`config.mk`:
```
export PLATFORM = sky130hd
export DESIGN_NAME = sevenseg_multi_display_flat
export DESIGN_NICKNAME = d
export VERILOG_FILES = /design/src/rtl/sevenseg_multi_display_if.sv /design/src/rtl/sevenseg_multi_display.sv /design/src/flat_wrapper.sv
export SDC_FILE = /design/constraint.sdc
export NUM_CORES = 1
export LEC_CHECK = 0
export ABC_AREA = 1
export BUFFER_PORTS_ARGS = -buffer_cell sky130_fd_sc_hd__buf_4
export CORE_MARGIN = 1
export CORE_UTILIZATION = 60
export DETAILED_ROUTE_END_ITERATION = 6
export GPL_ROUTABILITY_DRIVEN = 0
export PLACE_DENSITY_LB_ADDON = 0.05
export SLEW_MARGIN = 40
export SYNTH_ARGS = -nofsm -noshare
export SYNTH_HDL_FRONTEND = slang
export SYNTH_SLANG_ARGS = --single-unit
```
`constraint.sdc`:
```
create_clock -name clock -period 2.5 [get_ports clock]
set_input_delay 0.125 -clock clock [delete_from_list [all_inputs] [get_ports clock]]
set_output_delay 0.125 -clock clock [all_outputs]
set_load 0.01 [all_outputs]
```
`src/rtl/sevenseg_multi_display_if.sv`:
```
// Bundle of value/control inputs and segment/status outputs for the
// multi-digit seven-segment display controller.
interface sevenseg_multi_display_if #(
    parameter int NDIGITS = 6,
    parameter int WIDTH   = 20
);
    logic [WIDTH-1:0]     value;
    logic                 load;
    logic                 mode_dec;
    logic                 blank_lz;
    logic [NDIGITS-1:0]   blink_mask;
    logic [7*NDIGITS-1:0] seg;
    logic                 busy;
    logic                 done;
    logic                 ovf;

    modport master (
        output value, load, mode_dec, blank_lz, blink_mask,
        input  seg, busy, done, ovf
    );

    modport slave (
        input  value, load, mode_dec, blank_lz, blink_mask,
        output seg, busy, done, ovf
    );
endinterface

```
`src/rtl/sevenseg_multi_display.sv`:
```
// Multi-digit seven-segment controller: captures a value on load and shows it in hex
// or unsigned decimal (sequential double-dabble), with zero blanking, overflow and blink.
module sevenseg_multi_display #(
    parameter int NDIGITS   = 6,
    parameter int WIDTH     = 20,
    parameter int BLINK_DIV = 25000000
) (
    input logic                     clock,
    input logic                     resetn,
    sevenseg_multi_display_if.slave bus
);
    localparam int SEGW = 7 * NDIGITS;
    localparam int BCDW = 4 * NDIGITS;
    localparam int EXTW = (WIDTH > BCDW) ? WIDTH : BCDW;
    localparam int CNTW = $clog2(WIDTH + 1);
    localparam int DIVW = $clog2(BLINK_DIV);
    localparam logic [6:0] SEG_BLANK = 7'b1111111;
    localparam logic [6:0] SEG_DASH  = 7'b0111111;

    typedef enum logic [1:0] {IDLE, CONV, WRITE} state_t;

    state_t            state;
    state_t            state_next;
    logic [WIDTH-1:0]  val_q;
    logic              dec_q;
    logic              blz_q;
    logic [BCDW-1:0]   bcd_q;
    logic [BCDW-1:0]   bcd_adj;
    logic              conv_ovf_q;
    logic [CNTW-1:0]   step_q;
    logic              last_step;
    logic [SEGW-1:0]   seg_q;
    logic [SEGW-1:0]   pattern;
    logic [SEGW-1:0]   seg_out;
    logic              done_q;
    logic              ovf_q;
    logic [DIVW-1:0]   blink_cnt;
    logic              phase;
    logic [EXTW-1:0]   val_ext;
    logic [BCDW-1:0]   digits;
    logic              hex_ovf;
    logic              show_ovf;
    logic              zero_above;

    function automatic logic [6:0] encode(input logic [3:0] d);
        case (d)
            4'h0: encode = 7'b1000000;
            4'h1: encode = 7'b1111001;
            4'h2: encode = 7'b0100100;
            4'h3: encode = 7'b0110000;
            4'h4: encode = 7'b0011001;
            4'h5: encode = 7'b0010010;
            4'h6: encode = 7'b0000010;
            4'h7: encode = 7'b1111000;
            4'h8: encode = 7'b0000000;
            4'h9: encode = 7'b0010000;
            4'hA: encode = 7'b0001000;
            4'hB: encode = 7'b0000011;
            4'hC: encode = 7'b1000110;
            4'hD: encode = 7'b0100001;
            4'hE: encode = 7'b0000110;
            default: encode = 7'b0001110;
        endcase
    endfunction

    assign last_step = (step_q == CNTW'(WIDTH - 1));

    always_ff @(posedge clock or negedge resetn) begin
        if (!resetn) state <= IDLE;
        else         state <= state_next;
    end

    always_comb begin
        state_next = state;
        case (state)
            IDLE:    if (bus.load) state_next = bus.mode_dec ? CONV : WRITE;
            CONV:    if (last_step) state_next = WRITE;
            WRITE:   state_next = IDLE;
            default: state_next = IDLE;
        endcase
    end

    // Double-dabble correction: any BCD digit >= 5 gets +3 before the shift.
    always_comb begin
        bcd_adj = bcd_q;
        for (int i = 0; i < NDIGITS; i++) begin
            if (bcd_q[4*i +: 4] >= 4'd5) bcd_adj[4*i +: 4] = bcd_q[4*i +: 4] + 4'd3;
        end
    end

    always_ff @(posedge clock or negedge resetn) begin
        if (!resetn) begin
            val_q      <= '0;
            dec_q      <= 1'b0;
            blz_q      <= 1'b0;
            bcd_q      <= '0;
            conv_ovf_q <= 1'b0;
            step_q     <= '0;
        end else begin
            case (state)
                IDLE: begin
                    if (bus.load) begin
                        val_q      <= bus.value;
                        dec_q      <= bus.mode_dec;
                        blz_q      <= bus.blank_lz;
                        bcd_q      <= '0;
                        conv_ovf_q <= 1'b0;
                        step_q     <= '0;
                    end
                end
                CONV: begin
                    bcd_q  <= {bcd_adj[BCDW-2:0], val_q[WIDTH-1]};
                    val_q  <= val_q << 1;
                    step_q <= step_q + 1'b1;
                    if (bcd_adj[BCDW-1]) conv_ovf_q <= 1'b1;
                end
                default: ;
            endcase
        end
    end

    // val_q is only intact on the hex path; the decimal path shifts it away.
    always_comb begin
        val_ext    = EXTW'(val_q);
        hex_ovf    = ((val_ext >> BCDW) != '0);
        digits     = dec_q ? bcd_q : val_ext[BCDW-1:0];
        show_ovf   = dec_q ? conv_ovf_q : hex_ovf;
        pattern    = '1;
        zero_above = 1'b1;
        for (int i = NDIGITS - 1; i >= 0; i--) begin
            zero_above = zero_above & (digits[4*i +: 4] == 4'd0);
            if (show_ovf)                          pattern[7*i +: 7] = SEG_DASH;
            else if (blz_q && i != 0 && zero_above) pattern[7*i +: 7] = SEG_BLANK;
            else                                   pattern[7*i +: 7] = encode(digits[4*i +: 4]);
        end
    end

    always_ff @(posedge clock or negedge resetn) begin
        if (!resetn) begin
            seg_q  <= '1;
            done_q <= 1'b0;
            ovf_q  <= 1'b0;
        end else begin
            done_q <= (state == WRITE);
            if (state == WRITE) begin
                seg_q <= pattern;
                ovf_q <= show_ovf;
            end
        end
    end

    always_ff @(posedge clock or negedge resetn) begin
        if (!resetn) begin
            blink_cnt <= '0;
            phase     <= 1'b0;
        end else if (blink_cnt == DIVW'(BLINK_DIV - 1)) begin
            blink_cnt <= '0;
            phase     <= ~phase;
        end else begin
            blink_cnt <= blink_cnt + 1'b1;
        end
    end

    // Blink masking stays combinational so blink_mask changes show up at once.
    always_comb begin
        seg_out = seg_q;
        for (int i = 0; i < NDIGITS; i++) begin
            if (phase && bus.blink_mask[i]) seg_out[7*i +: 7] = SEG_BLANK;
        end
    end

    assign bus.seg  = seg_out;
    assign bus.busy = (state != IDLE);
    assign bus.done = done_q;
    assign bus.ovf  = ovf_q;
endmodule

```
`src/flat_wrapper.sv`:
```
// flat-port wrapper written by rule: the top's interface ports become plain ports
module sevenseg_multi_display_flat 
#(
    parameter int NDIGITS   = 6,
    parameter int WIDTH     = 20,
    parameter int BLINK_DIV = 25000000
)
  (clock, resetn, bus_value, bus_load, bus_mode_dec, bus_blank_lz, bus_blink_mask, bus_seg, bus_busy, bus_done, bus_ovf);
  sevenseg_multi_display_if #(.NDIGITS(NDIGITS), .WIDTH(WIDTH)) bus_i ();
  input logic clock;
  input logic resetn;
  input wire logic [$bits(bus_i.value)-1:0] bus_value;
  input wire logic [$bits(bus_i.load)-1:0] bus_load;
  input wire logic [$bits(bus_i.mode_dec)-1:0] bus_mode_dec;
  input wire logic [$bits(bus_i.blank_lz)-1:0] bus_blank_lz;
  input wire logic [$bits(bus_i.blink_mask)-1:0] bus_blink_mask;
  output wire logic [$bits(bus_i.seg)-1:0] bus_seg;
  output wire logic [$bits(bus_i.busy)-1:0] bus_busy;
  output wire logic [$bits(bus_i.done)-1:0] bus_done;
  output wire logic [$bits(bus_i.ovf)-1:0] bus_ovf;
  assign bus_i.value = bus_value;
  assign bus_i.load = bus_load;
  assign bus_i.mode_dec = bus_mode_dec;
  assign bus_i.blank_lz = bus_blank_lz;
  assign bus_i.blink_mask = bus_blink_mask;
  assign bus_seg = bus_i.seg;
  assign bus_busy = bus_i.busy;
  assign bus_done = bus_i.done;
  assign bus_ovf = bus_i.ovf;
  sevenseg_multi_display #(.NDIGITS(NDIGITS), .WIDTH(WIDTH), .BLINK_DIV(BLINK_DIV)) u_core (.clock(clock), .resetn(resetn), .bus(bus_i));
endmodule
```
==> report_table.html, run 1 <==
<table>
<tr><th>Metric</th><th>Value</th></tr>
<tr><th colspan="2">Setup path</th></tr>
<tr><td>Register-to-Register Setup Slack</td><td>0.40 ns</td></tr>
<tr><td>Cell with the most instances on the worst path</td><td>nand2_1</td></tr>
<tr><td>Worst setup EP type</td><td>flop</td></tr>
<tr><td>Arrival time of the worst setup path</td><td>2.47 ns</td></tr>
<tr><td>Max stage delay on crit path</td><td>0.39 ns</td></tr>
<tr><td>Crit path cell chain</td><td>buf_12 &gt; o21ai_2 &gt; ha_1 &gt; nand2_1 &gt; inv_1 &gt; nand4_1 &gt; nor2_4 &gt; nand4_2 &gt; nand2_1 &gt; nand2_1 &gt; nand2_1</td></tr>
<tr><td>Critical path class</td><td>reg -&gt; reg</td></tr>
<tr><td>Nature of the critical path startpoint</td><td>flop</td></tr>
<tr><td>Max stage delay cell, worst path</td><td>dfrtp_1</td></tr>
<tr><td>Data required time at the worst endpoint</td><td>2.87 ns</td></tr>
<tr><td>Maximum fanout along the worst path</td><td>53</td></tr>
<tr><th colspan="2">Drt</th></tr>
<tr><td>Routed wire per std cell</td><td>14.05 µm</td></tr>
<tr><td>Total vias in the final route</td><td>7388</td></tr>
<tr><td>Number of DRC violations after detailed routing</td><td>0</td></tr>
<tr><td>1st-pass router iterations</td><td>5</td></tr>
<tr><td>Violation count after the first detailed-route iteration</td><td>451</td></tr>
<tr><td>Post-DR vias/cell</td><td>5.381</td></tr>
<tr><td>Post-Route WL</td><td>19.29 mm</td></tr>
<tr><td>Routed Antenna Nets</td><td>0</td></tr>
<tr><th colspan="2">Status</th></tr>
<tr><td>Outcome</td><td>finished clean</td></tr>
<tr><th colspan="2">Placed design</th></tr>
<tr><td>Placement Cell Area</td><td>0.008760 mm²</td></tr>
<tr><td>Count of placed standard cells including taps</td><td>1318</td></tr>
<tr><td>Port-buffer cells</td><td>75</td></tr>
<tr><td>Final HPWL DP</td><td>13.68 mm</td></tr>
<tr><th colspan="2">Synthesis</th></tr>
<tr><td>Share of flip-flops with an asynchronous set or reset</td><td>100.0%</td></tr>
<tr><td>Most area-consuming cells after synthesis</td><td>dfrtp_1, dfstp_2, nand2_1, ha_1, inv_1</td></tr>
<tr><td>Most numerous cell in the Yosys netlist</td><td>nand2_1</td></tr>
<tr><td>Netlist area before placement</td><td>0.007969 mm²</td></tr>
<tr><td>Portion of synthesized cell area occupied by the leading cell type</td><td>25.75%</td></tr>
<tr><td>Post-synth net total</td><td>1160</td></tr>
<tr><td>Leading area contributor after synthesis</td><td>dfrtp_1</td></tr>
<tr><td>Synth Instances</td><td>1079</td></tr>
<tr><td>Number of flip-flops and latches in the synthesized netlist</td><td>124</td></tr>
<tr><td>Avg Synthesized Cell Area</td><td>7.385 µm²</td></tr>
<tr><td>Ys Warns</td><td>0</td></tr>
<tr><td>Post-synthesis cell type count</td><td>41</td></tr>
<tr><td>Sequential share of the synthesized area</td><td>39.60%</td></tr>
<tr><td>Most common library cells after synthesis</td><td>nand2_1, inv_1, nor2_1</td></tr>
<tr><td>Number of enable flip-flop cells after synthesis</td><td>0</td></tr>
<tr><td>Dominant register cell in the synthesized netlist</td><td>dfrtp_1</td></tr>
<tr><th colspan="2">Clock network</th></tr>
<tr><td>Number of buffers inserted during clock tree synthesis</td><td>17</td></tr>
<tr><td>CTS Buffer Depth</td><td>2</td></tr>
<tr><td>TritonCTS clock tree</td><td>done</td></tr>
<tr><td>Clock net sink count</td><td>124</td></tr>
<tr><td>Clock Root Buffer</td><td>clkbuf_16</td></tr>
<tr><td>Skew-Pair Late Insertion Delay</td><td>0.42 ns</td></tr>
<tr><td>Reg clk slew, reported paths</td><td>0.06 ns</td></tr>
<tr><td>Maximum level of the CTS H-tree</td><td>4</td></tr>
<tr><th colspan="2">Pwr</th></tr>
<tr><td>Sequential power share</td><td>28.6%</td></tr>
<tr><td>Power spent charging and discharging nets</td><td>5.167 mW</td></tr>
<tr><td>Final Total Pwr</td><td>11.69 mW</td></tr>
<tr><td>PwrDens</td><td>1222 mW/mm²</td></tr>
<tr><td>Internal Dissipation</td><td>6.527 mW</td></tr>
<tr><td>Comb pwr share</td><td>50.9%</td></tr>
<tr><td>Switching power share of the total</td><td>44.18%</td></tr>
<tr><td>Static leakage power</td><td>4.867 nW</td></tr>
<tr><td>Part of the total power dissipated in the clock network</td><td>20.5%</td></tr>
<tr><td>Peak supply drop</td><td>0.9668 mV</td></tr>
<tr><th colspan="2">Timing</th></tr>
<tr><td>Final clock skew</td><td>0.006846 ns</td></tr>
<tr><td>RSZ-0062 raised after global routing</td><td>false</td></tr>
<tr><td>Max_slew headroom</td><td>47.16%</td></tr>
<tr><td>Final worst path period share</td><td>84.06%</td></tr>
<tr><td>Setup-failing EPs final</td><td>0</td></tr>
<tr><td>Total count of max-transition violations in the final report</td><td>0</td></tr>
<tr><td>Minimum clock period</td><td>2.101 ns</td></tr>
<tr><td>Achievable clock frequency</td><td>475.9 MHz</td></tr>
<tr><td>Worst hold slack</td><td>0.06105 ns</td></tr>
<tr><td>Number of hold violations in the final report</td><td>0</td></tr>
<tr><td>Setup_tns</td><td>0 ns</td></tr>
<tr><td>Tightest Pin Transition</td><td>0.7874 ns</td></tr>
<tr><th colspan="2">Global route</th></tr>
<tr><td>Initial antenna violation count</td><td>0</td></tr>
<tr><td>Overflow left after global routing</td><td>0</td></tr>
<tr><td>Via count of the first global-routing pass</td><td>7077</td></tr>
<tr><td>Pin count of the biggest net entering global routing</td><td>56</td></tr>
<tr><td>Wire length of the first global-routing pass</td><td>32.55 mm</td></tr>
<tr><td>Global-route usage over all layers</td><td>30.84%</td></tr>
<tr><th colspan="2">Flow run</th></tr>
<tr><td>Count of max-cap constraint violations</td><td>0</td></tr>
<tr><th colspan="2">Final layout</th></tr>
<tr><td>Antenna Diode Count</td><td>0</td></tr>
<tr><td>Post-route insts no fill</td><td>1373</td></tr>
<tr><td>Fill cell total of the finished layout</td><td>1013</td></tr>
<tr><td>Area delta synth-&gt;final</td><td>20.11%</td></tr>
<tr><td>Fin nets</td><td>1269</td></tr>
<tr><td>Share of layout cells above drive strength 1</td><td>16.65%</td></tr>
<tr><td>Design area</td><td>0.009572 mm²</td></tr>
<tr><th colspan="2">Worst hold path</th></tr>
<tr><td>Type of the most critical hold path</td><td>in -&gt; reg</td></tr>
<tr><th colspan="2">Floorplanning</th></tr>
<tr><td>Initial Util</td><td>62.39%</td></tr>
<tr><td>Boundary pin count</td><td>76</td></tr>
<tr><td>Num rows</td><td>41</td></tr>
<tr><td>Placeable core area</td><td>0.01277 mm²</td></tr>
<tr><td>Die extent in x</td><td>117.2 µm</td></tr>
<tr><td>Die footprint</td><td>0.01375 mm²</td></tr>
<tr><td>Floorplan die height</td><td>117.2 µm</td></tr>
</table>
-- state kept, by name, summed over array words and instances (netlist names), 2 cells and up --
name / cells
u_core.state: 2
u_core.seg_q: 42
u_core.bcd_q: 24
u_core.val_q: 20
u_core.blink_cnt: 25
u_core.step_q: 5
-- what timing repair did --
| action | 4_1_cts | 5_1_grt |
|---|---|---|
| setup endpoints to repair | 0 | 1 |
| hold buffers | 23 | 0 |
| setup buffers | 0 | 0 |
| resized for setup | 0 | 1 |
| endpoints found under the hold margin | 39 | 0 |
-- layer usage --
| layer | vias up | global-route usage [%] | routed length (µm) |
|---|---|---|---|
| li1 | 3711 | - | - |
| met1 | 3425 | 38.00 | 8378 |
| met2 | 208 | 52.39 | 9416 |
| met3 | 44 | 6.849 | 1036 |
| met4 | 0 | 12.66 | 459 |
| met5 | - | 0 | 0 |
-- cell families (layout without fill, tap and decap cells) --
group	count (synthesis)	after routing	share of synthesized area [%]
AO/OA/AOI/OAI	220	220	15.42
XOR/XNOR	21	21	2.308
adder cells (fa/ha/maj)	50	50	7.851
buffers and inverters	188	310	9.483
flip-flops	124	124	39.60
multiplexers	2	2	0.2512
AND/OR/NAND/NOR	474	474	25.09
-- critical path: cells and delay by family (launching register included) --
kind / cells / cell delay [ns]
adder cells (fa/ha/maj): 1 / 0.24
flip-flops: 1 / 0.39
AND/OR/NAND/NOR: 7 / 0.88
buffers and inverters: 2 / 0.24
AO/OA/AOI/OAI: 1 / 0.27
-- final timing paths --
path / depth (start not counted) / start / to
worst min register to register: 2 / u_core.seg_q[27] / u_core.seg_q[27]
max in group asynchronous: 3 / resetn / u_core.seg_q[19]
worst max-delay path: 11 / u_core.dec_q / u_core.seg_q[13]
worst max register to register: 11 / u_core.dec_q / u_core.seg_q[13]
min in group asynchronous: 2 / resetn / u_core.blink_cnt[16]
worst min-delay path: 3 / bus_load / u_core.state[1]
-- cell type report --
class	instances	area, µm²	share of cell area [%]
clock buffer	18	439.2	4.588
clock inverter	14	138.9	1.451
inverter	162	608.1	6.353
multi-input combinational	767	4061	42.43
sequential	124	3156	32.97
tap	172	215.2	2.248
timing repair buffer	116	953.4	9.961
-- per-stage QoR --
stage / utilization (%) / worst slack (ns)
floorplan: - / 0.3427
global placement: 68.58 / 0.3900
detailed placement: 68.58 / 0.3075
CTS: 74.90 / 0.2850
global route: 74.93 / 0.1276
finish: 74.93 / 0.3986
-- power by group through the flow --
stage | Sequential [mW] | Clock [mW] | Combinational [mW]
finish | 3.35 | 2.40 | 5.95
global placement | 3.35 | 0 | 5.73
floorplan | 3.24 | 0 | 4.15
global route | 3.44 | 2.52 | 6.79
CTS | 3.34 | 2.42 | 5.91
detailed placement | 3.36 | 0 | 5.83
-- cell usage in the layout (no fill, tap or decap), types with 5 or more instances in the layout --
master and instances:
a21oi_1 55, a22oi_1 21, a31oi_1 12, buf_4 91
clkbuf_16 17, clkinvlp_4 6, dfrtp_1 82, dfstp_2 42
dlygate4sd3_1 23, ha_1 50, inv_1 157, inv_2 5
nand2_1 251, nand2_2 10, nand3_1 58, nand4_1 12
nor2_1 114, nor3_1 15, o21ai_0 99, o21ai_1 10
o22ai_1 8, or2_2 5, xor2_1 18
No activity file was read; power rests on OpenSTA's default activity.
==> run 2, diff against run 1 <==
- clock period: 2.5 -> 1.96 ns (I/O delays scaled with it)
==> run 2 against run 1 <==
  * The run now ends with setup timing left
  * Cell count grew 3.1%
  * Worst hold slack gained 0.024 ns
  * Total power grew 41%
  * Critical path depth grew 1
  * Global-route usage grew 1.7 points
  * Non-clock buffer count grew 43
  * Core utilization grew 4.4 points
  * First-iteration DRC count grew 56%
  * Clock skew grew 0.0040 ns
  * Largest power group unchanged
==> report_table.html, run 2 (synthesized netlist as in run 1, its figures left out) <==
<table>
<tr><th>Metric</th><th>Value</th></tr>
<tr><th colspan="2">Setup path</th></tr>
<tr><td>Crit. Startpoint</td><td>u_core.dec_q (unchanged)</td></tr>
<tr><td>Max stage delay on crit path</td><td>0.50 ns (was 0.39 ns)</td></tr>
<tr><td>Critical path class</td><td>reg -&gt; reg (unchanged)</td></tr>
<tr><td>Data required time at the worst endpoint</td><td>2.32 ns (was 2.87 ns)</td></tr>
<tr><td>R2r startpoint</td><td>u_core.dec_q (unchanged)</td></tr>
<tr><td>Nature of the critical path startpoint</td><td>flop (unchanged)</td></tr>
<tr><td>Crit path cell chain</td><td>clkbuf_16 &gt; o21ai_4 &gt; ha_4 &gt; nand2_1 &gt; inv_1 &gt; nand4_1 &gt; nor2_4 &gt; buf_4 &gt; nand3_4 &gt; nand3_1 &gt; nand2_1 &gt; nand2_1 (was buf_12 &gt; o21ai_2 &gt; ha_1 &gt; nand2_1 &gt; inv_1 &gt; nand4_1 &gt; nor2_4 &gt; nand4_2 &gt; nand2_1 &gt; nand2_1 &gt; nand2_1)</td></tr>
<tr><td>Cell with the most instances on the worst path</td><td>nand2_1 (unchanged)</td></tr>
<tr><td>Max stage delay cell, worst path</td><td>dfrtp_2 (was dfrtp_1)</td></tr>
<tr><td>Maximum fanout along the worst path</td><td>8 (was 53)</td></tr>
<tr><td>Worst setup EP type</td><td>flop (unchanged)</td></tr>
<tr><td>Arrival time of the worst setup path</td><td>2.33 ns (was 2.47 ns)</td></tr>
<tr><td>WP buf/inv</td><td>3 (was 2)</td></tr>
<tr><td>Gate family responsible for the most delay along the worst path</td><td>simple AND/OR/NAND/NOR gates (unchanged)</td></tr>
<tr><th colspan="2">Drt</th></tr>
<tr><td>Routed wire per std cell</td><td>15.14 µm (was 14.05 µm)</td></tr>
<tr><td>1st-pass router iterations</td><td>6 (was 5)</td></tr>
<tr><td>Violation count after the first detailed-route iteration</td><td>704 (was 451)</td></tr>
<tr><td>Routed Antenna Nets</td><td>0 (unchanged)</td></tr>
<tr><td>Post-DR vias/cell</td><td>5.537 (was 5.381)</td></tr>
<tr><td>Total vias in the final route</td><td>7841 (was 7388)</td></tr>
<tr><td>Number of DRC violations after detailed routing</td><td>0 (unchanged)</td></tr>
<tr><td>Post-Route WL</td><td>21.44 mm (was 19.29 mm)</td></tr>
<tr><th colspan="2">Clock network</th></tr>
<tr><td>Clock Root Buffer</td><td>clkbuf_16 (unchanged)</td></tr>
<tr><td>Reg clk slew, reported paths</td><td>0.06 ns (about the same)</td></tr>
<tr><td>Number of buffers inserted during clock tree synthesis</td><td>17 (unchanged)</td></tr>
<tr><td>CTS Buffer Depth</td><td>2 (unchanged)</td></tr>
<tr><td>Clock net sink count</td><td>124 (unchanged)</td></tr>
<tr><td>Skew-Pair Late Insertion Delay</td><td>0.43 ns (was 0.42 ns)</td></tr>
<tr><td>TritonCTS clock tree</td><td>done (unchanged)</td></tr>
<tr><td>Maximum level of the CTS H-tree</td><td>4 (unchanged)</td></tr>
<tr><th colspan="2">Floorplanning</th></tr>
<tr><td>Boundary pin count</td><td>76 (unchanged)</td></tr>
<tr><td>Placeable core area</td><td>0.01277 mm² (unchanged)</td></tr>
<tr><td>Die footprint</td><td>0.01375 mm² (unchanged)</td></tr>
<tr><td>Num rows</td><td>41 (unchanged)</td></tr>
<tr><td>Die extent in x</td><td>117.2 µm (unchanged)</td></tr>
<tr><td>Initial Util</td><td>62.39% (unchanged)</td></tr>
<tr><td>Floorplan die height</td><td>117.2 µm (unchanged)</td></tr>
<tr><th colspan="2">Final layout</th></tr>
<tr><td>Core occupancy in the finished layout</td><td>79.33% (was 74.93%)</td></tr>
<tr><td>Antenna Diode Count</td><td>0 (unchanged)</td></tr>
<tr><td>Top register by number of flip-flops</td><td>u_core.seg_q (unchanged)</td></tr>
<tr><td>Leading cell types in the layout, fill and taps excluded</td><td>nand2_1, inv_1, buf_4 (was nand2_1, inv_1, nor2_1)</td></tr>
<tr><td>Number of flip-flops in the largest register</td><td>42 (unchanged)</td></tr>
<tr><td>Area delta synth-&gt;final</td><td>27.16% (was 20.11%)</td></tr>
<tr><td>Largest registers</td><td>u_core.seg_q x42, u_core.blink_cnt x25, u_core.bcd_q x24 (unchanged)</td></tr>
<tr><td>Post-route insts no fill</td><td>1416 (was 1373)</td></tr>
<tr><td>Most frequent standard cell in the layout excluding fill and tap cells</td><td>nand2_1 (unchanged)</td></tr>
<tr><td>Fin nets</td><td>1312 (was 1269)</td></tr>
<tr><td>Share of layout cells above drive strength 1</td><td>22.03% (was 16.65%)</td></tr>
<tr><th colspan="2">Timing</th></tr>
<tr><td>Max_slew headroom</td><td>56.86% (was 47.16%)</td></tr>
<tr><td>Minimum clock period</td><td>1.969 ns (was 2.101 ns)</td></tr>
<tr><td>Final worst-path setup slack</td><td>-0.008710 ns (was 0.3986 ns)</td></tr>
<tr><td>Final worst path period share</td><td>100.4% (was 84.06%)</td></tr>
<tr><td>RSZ-0062 raised after global routing</td><td>true (was false)</td></tr>
<tr><td>Total count of max-transition violations in the final report</td><td>0 (unchanged)</td></tr>
<tr><td>Setup-failing EPs final</td><td>4 (was 0)</td></tr>
<tr><td>Number of hold violations in the final report</td><td>0 (unchanged)</td></tr>
<tr><td>Worst hold slack</td><td>0.08531 ns (was 0.06105 ns)</td></tr>
<tr><td>Tightest Pin Transition</td><td>0.6471 ns (was 0.7874 ns)</td></tr>
<tr><td>Final clock skew</td><td>0.01084 ns (was 0.006846 ns)</td></tr>
<tr><td>Achievable clock frequency</td><td>507.9 MHz (was 475.9 MHz)</td></tr>
<tr><th colspan="2">Flow run</th></tr>
<tr><td>Count of max-cap constraint violations</td><td>0 (unchanged)</td></tr>
<tr><th colspan="2">Placed design</th></tr>
<tr><td>Count of placed standard cells including taps</td><td>1349 (was 1318)</td></tr>
<tr><td>Port-buffer cells</td><td>75 (unchanged)</td></tr>
<tr><td>Dpl ws</td><td>-0.04956 ns (was 0.3075 ns)</td></tr>
<tr><td>Final HPWL DP</td><td>14.22 mm (was 13.68 mm)</td></tr>
<tr><th colspan="2">Global route</th></tr>
<tr><td>Initial antenna violation count</td><td>0 (unchanged)</td></tr>
<tr><td>Global-route usage over all layers</td><td>32.54% (was 30.84%)</td></tr>
<tr><td>Via count of the first global-routing pass</td><td>7411 (was 7077)</td></tr>
<tr><td>Pin count of the biggest net entering global routing</td><td>125 (was 56)</td></tr>
<tr><td>Wire length of the first global-routing pass</td><td>34.31 mm (was 32.55 mm)</td></tr>
<tr><td>Overflow left after global routing</td><td>0 (unchanged)</td></tr>
<tr><th colspan="2">Worst hold path</th></tr>
<tr><td>Type of the most critical hold path</td><td>in -&gt; reg (unchanged)</td></tr>
<tr><td>Worst Min Path Start</td><td>bus_load (unchanged)</td></tr>
<tr><th colspan="2">Pwr</th></tr>
<tr><td>Peak supply drop</td><td>1.490 mV (was 0.9668 mV)</td></tr>
<tr><td>PwrDens</td><td>1629 mW/mm² (was 1222 mW/mm²)</td></tr>
<tr><td>Final Total Pwr</td><td>16.51 mW (was 11.69 mW)</td></tr>
<tr><td>Static leakage power</td><td>5.160 nW (was 4.867 nW)</td></tr>
<tr><th colspan="2">Status</th></tr>
<tr><td>Outcome</td><td>complete, but fails checks (was finished clean)</td></tr>
<tr><td>Violated checks</td><td>setup timing</td></tr>
</table>
## run 2: cell types whose count changed in the layout (fill, tap and decap cells not counted), moves of 6 or more
cell,delta
buf_4,+37
a21oi_2,+8
o21ai_0,-6
a21oi_1,-8
## run 2: layout make-up
type                    count  area, µm²
repair buffers            159       1329
clock inverters            11      140.1
flip-flops and latches    124       3157
fillers                   903       2640
well taps                 172      215.2
inverters                 162      610.6
clock buffers              21      470.5
multi-input cells         767       4212
## run 2: final timing paths
kind	depth (start not counted)	end	slack (ns)
max in group asynchronous	3	u_core.blink_cnt[12]	1.16
hold / removal	3	u_core.state[1]	0.09
setup / recovery	12	u_core.seg_q[20]	-0.009
setup reg to reg	12	u_core.seg_q[20]	-0.009
hold reg to reg	2	u_core.seg_q[13]	0.46
min in group asynchronous	3	u_core.bcd_q[22]	0.32
## run 2: routing by layer
layer | part of all wire [%] | up-vias | GRT usage (%)
li1 | - | 3792 | -
met2 | 49 | 318 | 56.47
met4 | 2.8 | 0 | 13.42
met1 | 42 | 3673 | 39.28
met3 | 6.2 | 58 | 6.900
met5 | 0 | - | 0
## run 2: where the power goes
group          switching (mW)  internal (mW)
clock                    1.18           2.09
combinational            5.34           3.57
sequential              0.596           3.73
total                    7.12           9.40
## run 2: through the flow
stage                     area [µm²]  TNS (ns)
final                          10130  -0.01732
after global routing           10130    -1.738
after CTS                       9871         0
after detailed placement        9020  -0.09322
after global placement          9020         0
after floorplan                 7984         0
## run 2: timing repair
item	in CTS	in global routing
setup buffers	0	9
endpoints found under the hold margin	106	0
cloned	0	3
resized for setup	2	43
pin swaps	0	14
hold buffers	23	0
endpoints found under the setup margin	7	38
## run 2: worst reg2reg max path, cell delays in order (launching register included)
cell and delay, ns:
dfrtp_2 0.50, clkbuf_16 0.21, o21ai_4 0.17, ha_4 0.16
nand2_1 0.04, inv_1 0.04, nand4_1 0.12, nor2_4 0.18
buf_4 0.15, nand3_4 0.11, nand3_1 0.10, nand2_1 0.06
nand2_1 0.05
